## src/rtl/sd_data_phys.sv

```systemverilog
// SD host DAT0 physical layer: serializes TX FIFO words for block writes and
// deserializes block reads, framing each block with start bit, CRC16 and end bit.
module sd_data_phys #(
    parameter int WORDS = 128
) (
    input  logic        SD_clock,
    input  logic        Reset,
    input  logic        Send,
    input  logic        Idle,
    input  logic        WriteRead,
    input  logic [31:0] Data_from_FIFO,
    output logic        FIFO_read,
    output logic [31:0] Data_to_FIFO,
    output logic        FIFO_write,
    input  logic        Data_pin_in,
    output logic        Data_pin_out,
    output logic        Data_pin_oe,
    output logic        Serial_ready,
    output logic        Complete,
    output logic        Crc_error
);

    typedef enum logic [3:0] {
        IDLE,
        WR_START,
        WR_DATA,
        WR_CRC,
        WR_END,
        WR_BUSY,
        RD_WAIT,
        RD_DATA,
        RD_CRC,
        RD_END,
        DONE
    } state_t;

    localparam logic [7:0] LAST_WORD = 8'(WORDS - 1);

    state_t      state;
    state_t      next_state;
    logic [31:0] shift_reg;
    logic [15:0] crc;
    logic [4:0]  bit_cnt;
    logic [7:0]  word_cnt;
    logic [3:0]  crc_cnt;
    logic        settle;
    logic        pin_q;

    function automatic logic [15:0] crc16_step(input logic [15:0] crc_in, input logic bit_in);
        logic fb;
        fb = bit_in ^ crc_in[15];
        return {crc_in[14:0], 1'b0} ^ (fb ? 16'h1021 : 16'h0000);
    endfunction

    always_ff @(posedge SD_clock) begin
        if (Reset) state <= IDLE;
        else       state <= next_state;
    end

    always_comb begin
        // NOTE: default assignment first so every path assigns next_state and no latch is inferred.
        next_state = state;
        if (Idle) begin
            next_state = IDLE;
        end else begin
            case (state)
                IDLE:     if (Send) next_state = WriteRead ? WR_START : RD_WAIT;
                WR_START: next_state = WR_DATA;
                WR_DATA:  if (bit_cnt == 5'd31 && word_cnt == LAST_WORD) next_state = WR_CRC;
                WR_CRC:   if (crc_cnt == 4'd15) next_state = WR_END;
                WR_END:   next_state = WR_BUSY;
                // The first busy sample would still see our own end bit, so it is skipped.
                WR_BUSY:  if (settle && pin_q) next_state = DONE;
                RD_WAIT:  if (!Data_pin_in) next_state = RD_DATA;
                RD_DATA:  if (bit_cnt == 5'd31 && word_cnt == LAST_WORD) next_state = RD_CRC;
                RD_CRC:   if (crc_cnt == 4'd15) next_state = RD_END;
                RD_END:   if (settle) next_state = DONE;
                DONE:     next_state = IDLE;
                default:  next_state = IDLE;
            endcase
        end
    end

    always_comb begin
        Data_pin_out = 1'b1;
        Data_pin_oe  = 1'b0;
        Serial_ready = 1'b0;
        Complete     = 1'b0;
        case (state)
            IDLE:     Serial_ready = 1'b1;
            WR_START: begin
                Data_pin_oe  = 1'b1;
                Data_pin_out = 1'b0;
            end
            WR_DATA:  begin
                Data_pin_oe  = 1'b1;
                Data_pin_out = shift_reg[31];
            end
            WR_CRC:   begin
                Data_pin_oe  = 1'b1;
                Data_pin_out = crc[15];
            end
            WR_END:   Data_pin_oe = 1'b1;
            DONE:     Complete = 1'b1;
            default:  ;
        endcase
    end

    // NOTE: sequential state uses non-blocking assignments so every flop sees pre-edge values.
    always_ff @(posedge SD_clock) begin
        if (Reset) begin
            shift_reg    <= '0;
            crc          <= '0;
            bit_cnt      <= '0;
            word_cnt     <= '0;
            crc_cnt      <= '0;
            settle       <= 1'b0;
            pin_q        <= 1'b1;
            FIFO_read    <= 1'b0;
            FIFO_write   <= 1'b0;
            Data_to_FIFO <= '0;
            Crc_error    <= 1'b0;
        end else begin
            FIFO_read  <= 1'b0;
            FIFO_write <= 1'b0;
            pin_q      <= Data_pin_in;
            if (Idle) begin
                crc      <= '0;
                bit_cnt  <= '0;
                word_cnt <= '0;
                crc_cnt  <= '0;
                settle   <= 1'b0;
            end else begin
                case (state)
                    IDLE: if (Send) begin
                        Crc_error <= 1'b0;
                        crc       <= '0;
                        bit_cnt   <= '0;
                        word_cnt  <= '0;
                        crc_cnt   <= '0;
                        settle    <= 1'b0;
                    end
                    WR_START: begin
                        shift_reg <= Data_from_FIFO;
                        FIFO_read <= 1'b1;
                    end
                    WR_DATA: begin
                        crc     <= crc16_step(crc, shift_reg[31]);
                        bit_cnt <= bit_cnt + 5'd1;
                        if (bit_cnt == 5'd31) begin
                            if (word_cnt != LAST_WORD) begin
                                shift_reg <= Data_from_FIFO;
                                FIFO_read <= 1'b1;
                                word_cnt  <= word_cnt + 8'd1;
                            end
                        end else begin
                            shift_reg <= {shift_reg[30:0], 1'b0};
                        end
                    end
                    WR_CRC: begin
                        crc     <= {crc[14:0], 1'b0};
                        crc_cnt <= crc_cnt + 4'd1;
                    end
                    WR_BUSY: settle <= 1'b1;
                    RD_DATA: begin
                        shift_reg <= {shift_reg[30:0], Data_pin_in};
                        crc       <= crc16_step(crc, Data_pin_in);
                        bit_cnt   <= bit_cnt + 5'd1;
                        if (bit_cnt == 5'd31) begin
                            Data_to_FIFO <= {shift_reg[30:0], Data_pin_in};
                            FIFO_write   <= 1'b1;
                            word_cnt     <= word_cnt + 8'd1;
                        end
                    end
                    RD_CRC: begin
                        shift_reg <= {shift_reg[30:0], Data_pin_in};
                        crc_cnt   <= crc_cnt + 4'd1;
                    end
                    RD_END: begin
                        settle <= 1'b1;
                        // Received CRC sits in the low half of the shift register, end bit in pin_q.
                        if (settle) Crc_error <= (shift_reg[15:0] != crc) || !pin_q;
                    end
                    DONE: settle <= 1'b0;
                    default: ;
                endcase
            end
        end
    end

endmodule

```

## config.mk

```make
export PLATFORM = sky130hd
export DESIGN_NAME = sd_data_phys
export DESIGN_NICKNAME = d
export VERILOG_FILES = /design/src/rtl/sd_data_phys.sv
export SDC_FILE = /design/constraint.sdc
export NUM_CORES = 1
export LEC_CHECK = 0
export BUFFER_PORTS_ARGS = -buffer_cell sky130_fd_sc_hd__buf_4
export CORE_ASPECT_RATIO = 0.6
export CORE_UTILIZATION = 51
export DETAILED_ROUTE_END_ITERATION = 7
export PLACE_DENSITY = 0.82
export SLEW_MARGIN = 20
export SYNTH_ARGS = -nofsm -noshare
export SYNTH_HDL_FRONTEND = slang
export SYNTH_SLANG_ARGS = --single-unit
```

## constraint.sdc

```tcl
create_clock -name SD_clock -period 2.1 [get_ports SD_clock]
set_input_delay 0.315 -clock SD_clock [delete_from_list [all_inputs] [get_ports SD_clock]]
set_output_delay 0.315 -clock SD_clock [all_outputs]
set_load 0.005 [all_outputs]
```

; Word level (Yosys, flattened, before mapping)
; Cells that the tools add are included.
[word_totals]
register_bits = 106
input_bits = 38
output_inout_bits = 39
elab_cells = 114
[op_classes]
n_addsub = 3
eq_ne = 27
n_mux = 38
bitwise_logic = 6
reduce_logical = 28
[ops]
columns = op, n
row1 = case mux 32 bit (3 select lines), 1
row2 = 2-to-1 mux 32 bit, 2
row3 = case mux 16 bit (4 select lines), 1
row4 = case mux 4 bit (10 select lines), 1
row5 = 2-to-1 mux 4 bit, 9
row6 = 2-to-1 mux 8 bit, 4
row7 = XOR 16 x 13 -> 16 bit, 2
row8 = 2-to-1 mux 13 bit, 2
row9 = case mux 8 bit (3 select lines), 1
row10 = inequality test 2 bit (second input constant), 11
row11 = equality test 4 x 3 -> 1 bit (second input constant), 4
row12 = equality test 4 bit (second input constant), 4
row13 = 2-to-1 mux 16 bit, 1
row14 = inequality test 16 bit, 1
row15 = case mux 5 bit (2 select lines), 1
row16 = OR reduction 2 bit, 5
row17 = nonzero test 3 bit, 3
row18 = adder 8 x 1 -> 8 bit (second input constant), 1
row19 = equality test 4 x 2 -> 1 bit (second input constant), 2
row20 = equality test 8 x 7 -> 1 bit (second input constant), 1
row21 = 2-to-1 mux 1 bit, 8
row22 = inequality test 8 x 7 -> 1 bit (second input constant), 1
row23 = case mux 4 bit (2 select lines), 1
row24 = AND reduction 2 bit, 4
row25 = 23 further kinds, 31

; Logic depth before layout (Yosys ltp)
[logic_depth]
depth_word = 4
mapped_depth = 8
mapped_depth_nobuf = 8

; Worst setup path after synthesis
; OpenSTA, ideal clock, no wires.
[synth_timing]
path_kind = register to register
from = reg bit_cnt[0]
to = reg word_cnt[2]
setup_ps = 116
arrival_ps = 1854
t_required_ps = 1984
slack_ps = 130
path_stages_with_launch = 9
path_buffers = 1
period_less_slack_ps = 1970
cell_sequence = dfxtp_1 -> ha_1 -> and3_1 -> ha_1 -> inv_1 -> a2111oi_2 -> buf_2 -> a21oi_1 -> a31o_2
[synth_between]
elab_chain_len = 3
elab_cells_between_ends = 4
cone_classes = eq/ne: 3 / reduce/logical: 1
[synth_rtl]
columns = element, line_no
row1 = from (decl), 43  ; logic [4:0] bit_cnt;
row2 = from (signal assigned), 149  ; bit_cnt <= bit_cnt + 5'd1;
row3 = from (signal assigned), 168  ; bit_cnt <= bit_cnt + 5'd1;
row4 = equality test 5 bit *, "150, 169"
row5 = inequality test 2 bit (no line), n/a
row6 = AND reduction 5 bit (no line) *, n/a
row7 = to (signal assigned), 154  ; word_cnt <= word_cnt + 8'd1;
row8 = to (signal assigned), 172  ; word_cnt <= word_cnt + 8'd1;
row9 = to (decl), 44  ; logic [7:0] word_cnt;
; Mark *: on every way between the ends. The rest lies on a longest branch, timed or not.
; A chain may end at the register's enable or synchronous reset.

; Final worst setup path
[layout_timing]
from = reg state[0]
to = reg word_cnt[0]
[layout_between]
elab_chain_len = 3
elab_cells_between_ends = 10
cone_classes = eq/ne: 6 / mux: 1 / reduce/logical: 3
[layout_rtl]
columns = element, line_no
row1 = from (decl), 39  ; state_t state;
row2 = from (signal assigned), 57  ; else state <= next_state;
row3 = equality test 4 x 2 -> 1 bit (tied with other cells), 134  ; case (state)
row4 = inequality test 2 bit (no line) / nonzero test 3 bit (equally long branches), n/a
row5 = AND reduction 5 bit (no line), n/a
; Parallel ways exist; a longest one is shown, timed or not.

==> key figures <==
Synth
  • Compound-Gate Fraction of Synth Area: 20.52%
  • Ys async rst share: 0%
  • Largest family of logic cells by synthesized area: simple AND/OR/NAND/NOR gates
  • EDFF count, synth: 0
  • Mux cell area share after synthesis: 3.437%
  • Syn Area/Cell: around 8.3 um^2
  • Top-count cell post-synth: nand2_1
  • Post-Synth XOR/XNOR Area: 4.215%
  • Seq/Total Area, Yosys: 42.55%
  • Syn Inst Count: 600
  • Post-synthesis cell area: 4987 um^2
  • Distinct cells, synth: 60
  • Post-Syn Nets: around 640
  • Flops & latches, synth: ~110
  • Dominant synthesized flop cell: dfxtp_1
  • Post-synth top area share: 42.55%
  • Commonest cells in the netlist: 123 x nand2_1, 106 x dfxtp_1, 69 x nor2_1
  • Synth area leader: dfxtp_1
  • Adder-cell share of the synthesized area: 1.254%
  • Top cells by area, synth: dfxtp_1 43%, nand2_1 9.3%, nor2_1 5.2%
  • Post-Synth Simple-Gate Area: 23.61%
  • Synth warn: 0

Critical path
  • Cell Chain, Critical Path: or4b_4 -> nor4_4 -> buf_4 -> a2111oi_4 -> buf_4 -> mux2_4 -> nor2_1
  • Crit path kind: register to register
  • Crit path max fanout: 6
  • Beginning of the critical path: state[0]$_SDFFE_PP0P_
  • Worst path max stage delay: 0.58 ns
  • Crit-path slowest cell: or4b_4
  • Reg2reg end: word_cnt[0]$_SDFFE_PP0P_
  • CP dominant cell by count: buf_4
  • Setup slack, reg-to-reg: -0.005 ns
  • Path depth of the worst reg2reg path: 7
  • Worst EP arrival: 2.39 ns
  • Worst r2r src: state[0]$_SDFFE_PP0P_
  • Startpoint Class: register
  • Crit path max-delay family: simple AND/OR/NAND/NOR gates
  • Critical Path RT: 2.39 ns
  • CP Capture Type: register
  • CP bufs+invs: 2

Clocking
  • CTS tree: yes
  • CTS Sinks: 106
  • Hold-fix buffers at CTS: 0
  • CTS clk-pin slew, worst paths: 0.07 ns
  • CTS root buffer: clkbuf_16
  • Clock Tree Buf Depth: 2
  • CTS H-tree lvls: 3
  • Number of CTS-inserted buffers: 9
  • Worst skew pair latency: between 0.3 and 0.4 ns

Floorplan
  • Die height: 78.60 um
  • Initial Utilization: 53.49%
  • I/O Pins: 77
  • Die Wd: 129.7 um
  • Die ar.: 10190 um^2
  • Std-Cell Core Area: about 9300 um^2
  • Row cnt: 27

STA
  • Setup Skew: 0.008741 ns
  • Final setup viols: 1
  • Final-report max-slew violation count: 0
  • Max_slew headroom: 49.22%
  • Slew @ Worst Pin: between 0.7 and 0.8 ns
  • Fin worst setup slack: -0.005311 ns
  • Final worst path period need: ~2.1 ns
  • RSZ-0062 raised after global routing: yes
  • Fmax: ~470 MHz
  • Final hold violations: 0
  • Part of the cycle the worst path needs: 100.3%

Worst hold path
  • Worst Hold Path Cells: 2
  • Min-delay src: Data_pin_in
  • Sink of the worst hold path: pin_q$_SDFF_PP1_
  • Hold Path Class: primary input to register

Finish
  • Share of post-route cells with drive strength above 1: 27.60%
  • Fill cells: 702
  • P&R area growth vs syn: 29.20%
  • ANT cells: 0
  • Final net count: 741

Detailed routing
  • Initial drt markers: 502
  • Via/cell ratio: 5.976
  • Mean routed wirelength per cell: ~18 um
  • First-pass detailed-route iteration total: 5
  • Residual DRC: 0
  • Via count: 4978
  • WL final: 14.99 mm
  • Antenna-violating nets left: 0

Power
  • PwrDens: 688.6 nW/um^2
  • Maximum vdd drop: approximately 440 uV
  • Power Total: 4437 uW
  • P_leak: 0.002478 uW

GRT
  • Initial antenna violation count: 0
  • Total gr overflow: 0
  • First-pass GRT wire length: 22.09 mm
  • Pin count of the biggest net entering global routing: 67
  • Total GRT Usage: 28.13%
  • Number of global-route vias before repair: roughly 4.4k

Flow run
  • Maxcap violations: 0

Status
  • Status: finished with violations
  • Failing checks: setup timing

Placed design
  • DP Wirelength: slightly below 10 mm
  • Dpl ws: -0.04660 ns
  • Placer Congestion: 0.9323
  • # port buffers: 76
power breakdown:
group | switching, uW | total, uW | internal [uW]
combinational | 361 | 650 | 289
sequential | 62.0 | 2120 | 2060
clock | 815 | 1670 | 851
per-layer routing:
metal	GRT usage (%)	wire, um	up-vias
li1	-	-	2310
met1	39.16	6716	2378
met2	42.83	6699	267
met3	6.817	1355	23
met4	8.488	219	0
met5	0	0	-
kinds of logic (layout without fill, tap and decap cells):
family,Yosys count,after routing
AOI/OAI and AO/OA,137,137
DFF,106,106
and+or+nand+nor,259,259
xor gates and xnor gates,24,24
adders and majority gates,5,5
muxes,17,17
buffers and inverters,52,155
what timing repair did:
item,4_1_cts,5_1_grt
setup endpoints to repair,24,40
resized for setup,1,30
endpoints found under the hold margin,0,0
setup buffers,0,4
pin swaps,0,9
gates cloned,0,5
how the worst max path moves through the flow:
stage	end	cells past startpoint	slack [ns]
after detailed placement	shift_reg[3]$_SDFFE_PP0P_	7	-0.05
final	word_cnt[0]$_SDFFE_PP0P_	7	-0.005
after global placement	shift_reg[17]$_SDFFE_PP0P_	8	0.12
after CTS	shift_reg[3]$_SDFFE_PP0P_	8	0.03
after floorplan	word_cnt[2]$_SDFFE_PP0P_	8	0.13
after global routing	word_cnt[0]$_SDFFE_PP0P_	7	-0.05
layout make-up:
class | count | area (um^2) | area share, %
clock inverter | 6 | 48.80 | 0.7573
inverter | 8 | 30.03 | 0.4660
clock buffer | 10 | 239.0 | 3.709
multi-input combinational | 442 | 2766 | 42.93
sequential | 106 | 2126 | 32.99
tap | 130 | 162.7 | 2.524
timing repair buffer | 131 | 1071 | 16.62
per-stage QoR:
step           util (%)  std cells    TNS, ns  hold WS (ns)  area [um^2]
3_3_place_gp      63.61        808          0        0.4443         5931
3_5_place_dp      63.61        808    -0.4135        0.4493         5931
2_1_floorplan         -        600          0        0.4216         4987
6_report          69.11        833  -0.005311        0.2365         6444
5_1_grt           69.11        833    -0.2840        0.2398         6444
4_1_cts           66.76        824          0        0.2236         6225
placed cells by master (no fill, tap or decap), types with 4 or more instances in the layout:
cell type / n
nor2b_1: 6
dfxtp_1: 103
inv_1: 8
clkbuf_16: 10
o21ai_0: 11
nand3_1: 9
a211oi_1: 13
nand4_1: 6
a31oi_1: 5
nand2b_1: 6
buf_4: 119
a311oi_1: 7
and2_1: 4
buf_12: 4
xor2_1: 7
buf_6: 6
or2_2: 4
a22oi_1: 18
a311oi_2: 14
nor3_1: 9
a21oi_1: 40
nand2_1: 123
xnor2_1: 16
nor2_1: 68
mux2i_1: 14
Power figures use the tool's default switching activity.
